===== config.mk =====
export PLATFORM = sky130hd
export DESIGN_NAME = minmax_search_flat
export DESIGN_NICKNAME = d
export VERILOG_FILES = /design/src/rtl/minmax_search_pkg.sv /design/src/rtl/minmax_search_if.sv /design/src/rtl/minmax_search_cmp.sv /design/src/rtl/minmax_search.sv /design/src/flat_wrapper.sv
export SDC_FILE = /design/constraint.sdc
export NUM_CORES = 1
export LEC_CHECK = 0
export BUFFER_PORTS_ARGS = -buffer_cell sky130_fd_sc_hd__buf_4
export CAP_MARGIN = 20
export CORE_UTILIZATION = 49
export DETAILED_ROUTE_END_ITERATION = 16
export PLACE_DENSITY_LB_ADDON = 0.2
export SYNTH_ARGS = -nofsm -noshare
export SYNTH_HDL_FRONTEND = slang
export SYNTH_SLANG_ARGS = --single-unit

===== constraint.sdc =====
create_clock -name clk_i -period 2.42 [get_ports clk_i]
set_input_delay 0.484 -clock clk_i [delete_from_list [all_inputs] [get_ports clk_i]]
set_output_delay 0.484 -clock clk_i [all_outputs]
set_load 0.1 [all_outputs]

===== src/rtl/minmax_search_pkg.sv =====
// minmax_pkg: shared FSM state, mode encodings and default widths for minmax_search.
package minmax_pkg;
    localparam int DATA_W_DEF = 16;
    localparam int CNT_W_DEF  = 8;
    localparam logic MODE_MAX = 1'b0;
    localparam logic MODE_MIN = 1'b1;
    typedef enum logic [1:0] {S_IDLE, S_RUN, S_DONE} state_t;
endpackage


===== src/rtl/minmax_search_if.sv =====
// minmax_search_if: control, sample stream and result handshake of minmax_search.
interface minmax_search_if #(parameter int DATA_W = 16, parameter int CNT_W = 8);
    logic              start_i;
    logic              mode_i;
    logic [CNT_W-1:0]  len_i;
    logic              sample_valid_i;
    logic [DATA_W-1:0] sample_i;
    logic              sample_ready_o;
    logic              busy_o;
    logic              result_valid_o;
    logic [DATA_W-1:0] result_o;
    logic [CNT_W-1:0]  index_o;
    logic              result_ack_i;
    modport master (
        output start_i, mode_i, len_i, sample_valid_i, sample_i, result_ack_i,
        input  sample_ready_o, busy_o, result_valid_o, result_o, index_o
    );
    modport slave (
        input  start_i, mode_i, len_i, sample_valid_i, sample_i, result_ack_i,
        output sample_ready_o, busy_o, result_valid_o, result_o, index_o
    );
endinterface


===== src/rtl/minmax_search_cmp.sv =====
// minmax_cmp: combinational replace decision for a candidate against the current best.
// Define MINMAX_SEARCH_ABS_EN to compare magnitudes (most negative value saturates).
module minmax_cmp
    import minmax_pkg::*;
#(
    parameter int DATA_W = DATA_W_DEF
) (
    input  logic signed [DATA_W-1:0] i_cand,
    input  logic signed [DATA_W-1:0] i_best,
    input  logic                     i_mode,
    output logic                     o_replace
);
    logic signed [DATA_W-1:0] w_cand;
    logic signed [DATA_W-1:0] w_best;
`ifdef MINMAX_SEARCH_ABS_EN
    localparam logic signed [DATA_W-1:0] MAX_POS = {1'b0, {(DATA_W-1){1'b1}}};
    localparam logic signed [DATA_W-1:0] MIN_NEG = {1'b1, {(DATA_W-1){1'b0}}};
    function automatic logic signed [DATA_W-1:0] sat_abs(input logic signed [DATA_W-1:0] x);
        return (x == MIN_NEG) ? MAX_POS : (x[DATA_W-1] ? -x : x);
    endfunction
    assign w_cand = sat_abs(i_cand);
    assign w_best = sat_abs(i_best);
`else
    assign w_cand = i_cand;
    assign w_best = i_best;
`endif
    // strict compare so ties keep the earlier index
    assign o_replace = (i_mode == MODE_MIN) ? (w_cand < w_best) : (w_cand > w_best);
endmodule


===== src/rtl/minmax_search.sv =====
// minmax_search: streams len samples and reports the signed max/min value and its index.
// Optional MINMAX_SEARCH_ABS_EN switches the compare to magnitudes (see minmax_cmp).
module minmax_search
    import minmax_pkg::*;
#(
    parameter int DATA_W = DATA_W_DEF,
    parameter int CNT_W  = CNT_W_DEF
) (
    input  logic          clk_i,
    input  logic          rst_n_i,
    minmax_search_if.slave bus
);
    state_t                   r_state;
    logic                     r_mode;
    logic [CNT_W-1:0]         r_len;
    logic [CNT_W-1:0]         r_cnt;
    logic signed [DATA_W-1:0] r_best;
    logic [CNT_W-1:0]         r_index;
    logic                     r_ready;
    logic                     r_busy;
    logic                     r_valid;
    logic                     w_xfer;
    logic                     w_last;
    logic                     w_replace;

    assign w_xfer = bus.sample_valid_i & r_ready;
    // len 0 wraps to all-ones here, giving the full 2^CNT_W run
    assign w_last = (r_cnt == r_len - CNT_W'(1));

    minmax_cmp #(.DATA_W(DATA_W)) u_cmp (
        .i_cand    (bus.sample_i),
        .i_best    (r_best),
        .i_mode    (r_mode),
        .o_replace (w_replace)
    );

    always_ff @(posedge clk_i or negedge rst_n_i) begin
        if (!rst_n_i) begin
            r_state <= S_IDLE;
            r_mode  <= MODE_MAX;
            r_len   <= '0;
            r_cnt   <= '0;
            r_best  <= '0;
            r_index <= '0;
            r_ready <= 1'b0;
            r_busy  <= 1'b0;
            r_valid <= 1'b0;
        end else begin
            case (r_state)
                S_IDLE: if (bus.start_i) begin
                    r_state <= S_RUN;
                    r_mode  <= bus.mode_i;
                    r_len   <= bus.len_i;
                    r_cnt   <= '0;
                    r_ready <= 1'b1;
                    r_busy  <= 1'b1;
                end
                S_RUN: if (w_xfer) begin
                    if (r_cnt == '0 || w_replace) begin
                        r_best  <= bus.sample_i;
                        r_index <= r_cnt;
                    end
                    r_cnt <= r_cnt + CNT_W'(1);
                    if (w_last) begin
                        r_state <= S_DONE;
                        r_ready <= 1'b0;
                        r_valid <= 1'b1;
                    end
                end
                S_DONE: if (bus.result_ack_i) begin
                    r_state <= S_IDLE;
                    r_busy  <= 1'b0;
                    r_valid <= 1'b0;
                end
                default: r_state <= S_IDLE;
            endcase
        end
    end

    assign bus.sample_ready_o = r_ready;
    assign bus.busy_o         = r_busy;
    assign bus.result_valid_o = r_valid;
    assign bus.result_o       = r_best;
    assign bus.index_o        = r_index;
endmodule


===== src/flat_wrapper.sv =====
// flat-port wrapper written by rule: the top's interface ports become plain ports
module minmax_search_flat import minmax_pkg::*;
#(
    parameter int DATA_W = DATA_W_DEF,
    parameter int CNT_W  = CNT_W_DEF
)
  (clk_i, rst_n_i, bus_start_i, bus_mode_i, bus_len_i, bus_sample_valid_i, bus_sample_i, bus_result_ack_i, bus_sample_ready_o, bus_busy_o, bus_result_valid_o, bus_result_o, bus_index_o);
  minmax_search_if #(.DATA_W(DATA_W), .CNT_W(CNT_W)) bus_i ();
  input  logic clk_i;
  input  logic rst_n_i;
  input wire logic [$bits(bus_i.start_i)-1:0] bus_start_i;
  input wire logic [$bits(bus_i.mode_i)-1:0] bus_mode_i;
  input wire logic [$bits(bus_i.len_i)-1:0] bus_len_i;
  input wire logic [$bits(bus_i.sample_valid_i)-1:0] bus_sample_valid_i;
  input wire logic [$bits(bus_i.sample_i)-1:0] bus_sample_i;
  input wire logic [$bits(bus_i.result_ack_i)-1:0] bus_result_ack_i;
  output wire logic [$bits(bus_i.sample_ready_o)-1:0] bus_sample_ready_o;
  output wire logic [$bits(bus_i.busy_o)-1:0] bus_busy_o;
  output wire logic [$bits(bus_i.result_valid_o)-1:0] bus_result_valid_o;
  output wire logic [$bits(bus_i.result_o)-1:0] bus_result_o;
  output wire logic [$bits(bus_i.index_o)-1:0] bus_index_o;
  assign bus_i.start_i = bus_start_i;
  assign bus_i.mode_i = bus_mode_i;
  assign bus_i.len_i = bus_len_i;
  assign bus_i.sample_valid_i = bus_sample_valid_i;
  assign bus_i.sample_i = bus_sample_i;
  assign bus_i.result_ack_i = bus_result_ack_i;
  assign bus_sample_ready_o = bus_i.sample_ready_o;
  assign bus_busy_o = bus_i.busy_o;
  assign bus_result_valid_o = bus_i.result_valid_o;
  assign bus_result_o = bus_i.result_o;
  assign bus_index_o = bus_i.index_o;
  minmax_search #(.DATA_W(DATA_W), .CNT_W(CNT_W)) u_core (.clk_i(clk_i), .rst_n_i(rst_n_i), .bus(bus_i));
endmodule

==> impl_results.md <==
* Crit path cell chain: inv_1 > ha_4 > nand4_1 > buf_4 > o41ai_4 > o22ai_2 > mux2i_4 > buf_12 > buf_12 > mux2_4
* Clock slew at reported path FFs at 0.09 ns
* Wire length per cell at 16.80 um
* Post-route setup slack at -0.01101 ns
* Period utilisation layout at 1.005
* CTS max path bufs at 2
* TritonCTS Buffers at 5
* 1st-pass router iterations at 4
* Drc violations at 0
* Hold Vio Cnt, Final at 0
* Post-synth EDFFs at 0
* Critical Path AT at 2.62 ns
* Total track usage at 0.2372
* Netlist cell types at 47
* # diodes at 0
* WS Path Type: reg -> reg
* Max-Cap Viols at 0
* RSZ-0062 raised after global routing: yes
* CP Capture Type: flop
* Worst path bufs/invs at 4
* HPWL Detailed at 4141 um
* Port Buffers at 56
* Final instance area at 3805 um^2
* Multi-input logic area at 1607 um^2
* Initial DRC count at 114
* Min Tclk post-route at 2.431 ns
* Predominant post-synthesis flop cell: dfrtp_1
* Initial Util at 0.5222
* Area of the mapped netlist at 2735 um^2
* Total die area at 5884 um^2
* Synth area leaders: dfrtp_1 42%, mux2_4 11%, ha_1 8.7%, mux2_2 4.1%, inv_1 3.3%
* Die width at 76.71 um
* Fillers at 337
* Most used cell, CP: buf_12
* Worst Tran Pin Value at 0.5856 ns
* Cell family with most CP delay: buffers and inverters
* I/O pins at 57
* Reg area at 1196 um^2
* Area after DPL at 3378 um^2
* Clock root cell: clkbuf_8
* GRT overflow at 0
* H-tree lvl count at 2
* Violations in the final reports: setup timing
* Synth Area per Inst at 11.49 um^2
* Die Y-Extent at 76.71 um
* Delay of the slowest cell on the worst path at 0.41 ns
* Initial antenna violation count at 0
* TritonCTS clock tree: done
* WHS at 0.1725 ns
* Status: finished with violations
* CTS Sinks at 46
* NumNets Final at 366
* Setup WS pre-CTS at -0.2187 ns
* First-pass GRT wire length at 10960 um
* Warnings, synthesis at 0
* DR vias at 2129
* Sequential share of the synthesized area at 0.4209
* Largest net degree at the start of global routing at 47
* Critical Path Slowest Stage Cell: dfrtp_4
* CP max FO at 8
* Rows at 26
* Vias in the first global route at 2184
* Placeable Area at 5238 um^2
* Final Max Slew Viols at 0
* Area Growth Syn to Fin at 39.11%
* Hold Crit Class: in -> async
* Post-synth ARST share at 1.000
* Startpoint Class: flop
* GPL Wtd Cong at 0.8350
* Max frequency at 0.4114 GHz
* Synth Net Count at 287
* Register bit count reported by yosys at 46
* Vias/cell at 5.487
* Synth top area share at 0.4209
* Final setup viols at 10
* Synth Instances at 238
* Layout cell share with drive strength beyond 1 at 0.5346
* Clock Skew at 0.006246 ns
* Total Wirelength at 6518 um
* Max-Slew Margin vs Limit at 0.6096
* Clk_lat worst skew at 0.30 ns
* DRT antenna net count at 0
* Post-synth top area cell: dfrtp_1
* Required time of the worst setup path at 2.61 ns
[metal layers]
layer | global-route usage | wire, um | vias up
met5 | 0 | 0 | -
met4 | 0.07115 | 61 | 0
met3 | 0.04643 | 258 | 6
met2 | 0.3696 | 3208 | 59
met1 | 0.3323 | 2989 | 1071
li1 | - | - | 993
[sequential cells by signal, summed over array words and instances (netlist names)]
register,count
u_core.bus.result_o,16
u_core.bus.index_o,8
u_core.r_cnt,8
u_core.r_len,8
u_core.r_state,2
u_core.bus.busy_o,1
u_core.bus.result_valid_o,1
u_core.bus.sample_ready_o,1
u_core.r_mode,1
[Yosys cell counts (3+ instances only)]
library cell	n
mux2_2	10
nand4_1	4
nand2_1	12
xor2_1	6
clkbuf_1	5
mux2_4	20
xnor2_1	6
nor2_1	15
dfrtp_1	46
inv_1	24
a21oi_1	9
nand3_1	5
a211oi_1	3
ha_1	19
a21o_1	3
o21ai_0	9
nor4_1	3
[cells in the final DEF (no fill, tap or decap), drive strengths merged, types with 4 or more instances in the layout]
| cell type | Yosys | routed |
|---|---|---|
| a21oi | 9 | 9 |
| buf | 4 | 81 |
| clkbuf | 5 | 6 |
| dfrtp | 46 | 46 |
| ha | 19 | 19 |
| inv | 24 | 24 |
| mux2 | 30 | 30 |
| nand2 | 12 | 12 |
| nand3 | 5 | 5 |
| nand4 | 6 | 6 |
| nor2 | 16 | 16 |
| nor4 | 4 | 4 |
| o21ai | 9 | 9 |
| xnor2 | 6 | 6 |
| xor2 | 6 | 6 |
[worst paths after layout]
path	startpoint	end	slack, ns	cells past startpoint
min in group clk_i	bus_len_i[1]	u_core.r_len[1]	0.38	3
min reg2reg	u_core.bus.result_valid_o	u_core.bus.result_valid_o	0.52	2
max reg2reg	u_core.bus.result_o[6]	u_core.bus.result_o[15]	-0.01	10
max in group asynchronous	rst_n_i	u_core.bus.result_o[7]	1.79	1
min	rst_n_i	u_core.bus.result_o[9]	0.17	1
max	u_core.bus.result_o[6]	u_core.bus.result_o[15]	-0.01	10
[area by class of cell]
type	instances	area share
multi-input combinational	159	0.4222
timing repair buffer	81	0.1792
inverter	24	0.02368
tap	70	0.02302
clock buffer	6	0.02170
sequential	46	0.3144
clock inverter	2	0.01578
[cell families after synthesis]
logic type | count (synthesis) | share of synthesized area
AO/OA/AOI/OAI | 37 | 0.1034
XOR/XNOR | 12 | 0.03843
adder cells (fa/ha/maj) | 19 | 0.08692
buffers and inverters | 33 | 0.05810
flip-flops | 46 | 0.4209
multiplexers | 31 | 0.1592
AND/OR/NAND/NOR | 60 | 0.1331
[timing repair]
item / 4_1_cts / 5_1_grt
gates cloned: 2 / 0
setup endpoints to repair: 24 / 24
hold buffers: 0 / 0
buffers inserted: 6 / 4
resized for setup: 24 / 4
pin swaps: 9 / 7
[metrics by stage]
stage          instances   TNS, ns  utilization
6_report             388  -0.05782       0.7265
5_1_grt              388    -1.898       0.7265
4_1_cts              385   -0.5648       0.7229
3_5_place_dp         369    -4.120       0.6450
3_3_place_gp         369    -3.430       0.6450
2_1_floorplan        238    -4.900            -
Power is not shown: default switching activity piles up to over one toggle a cycle in this logic, so the estimate is an artifact.
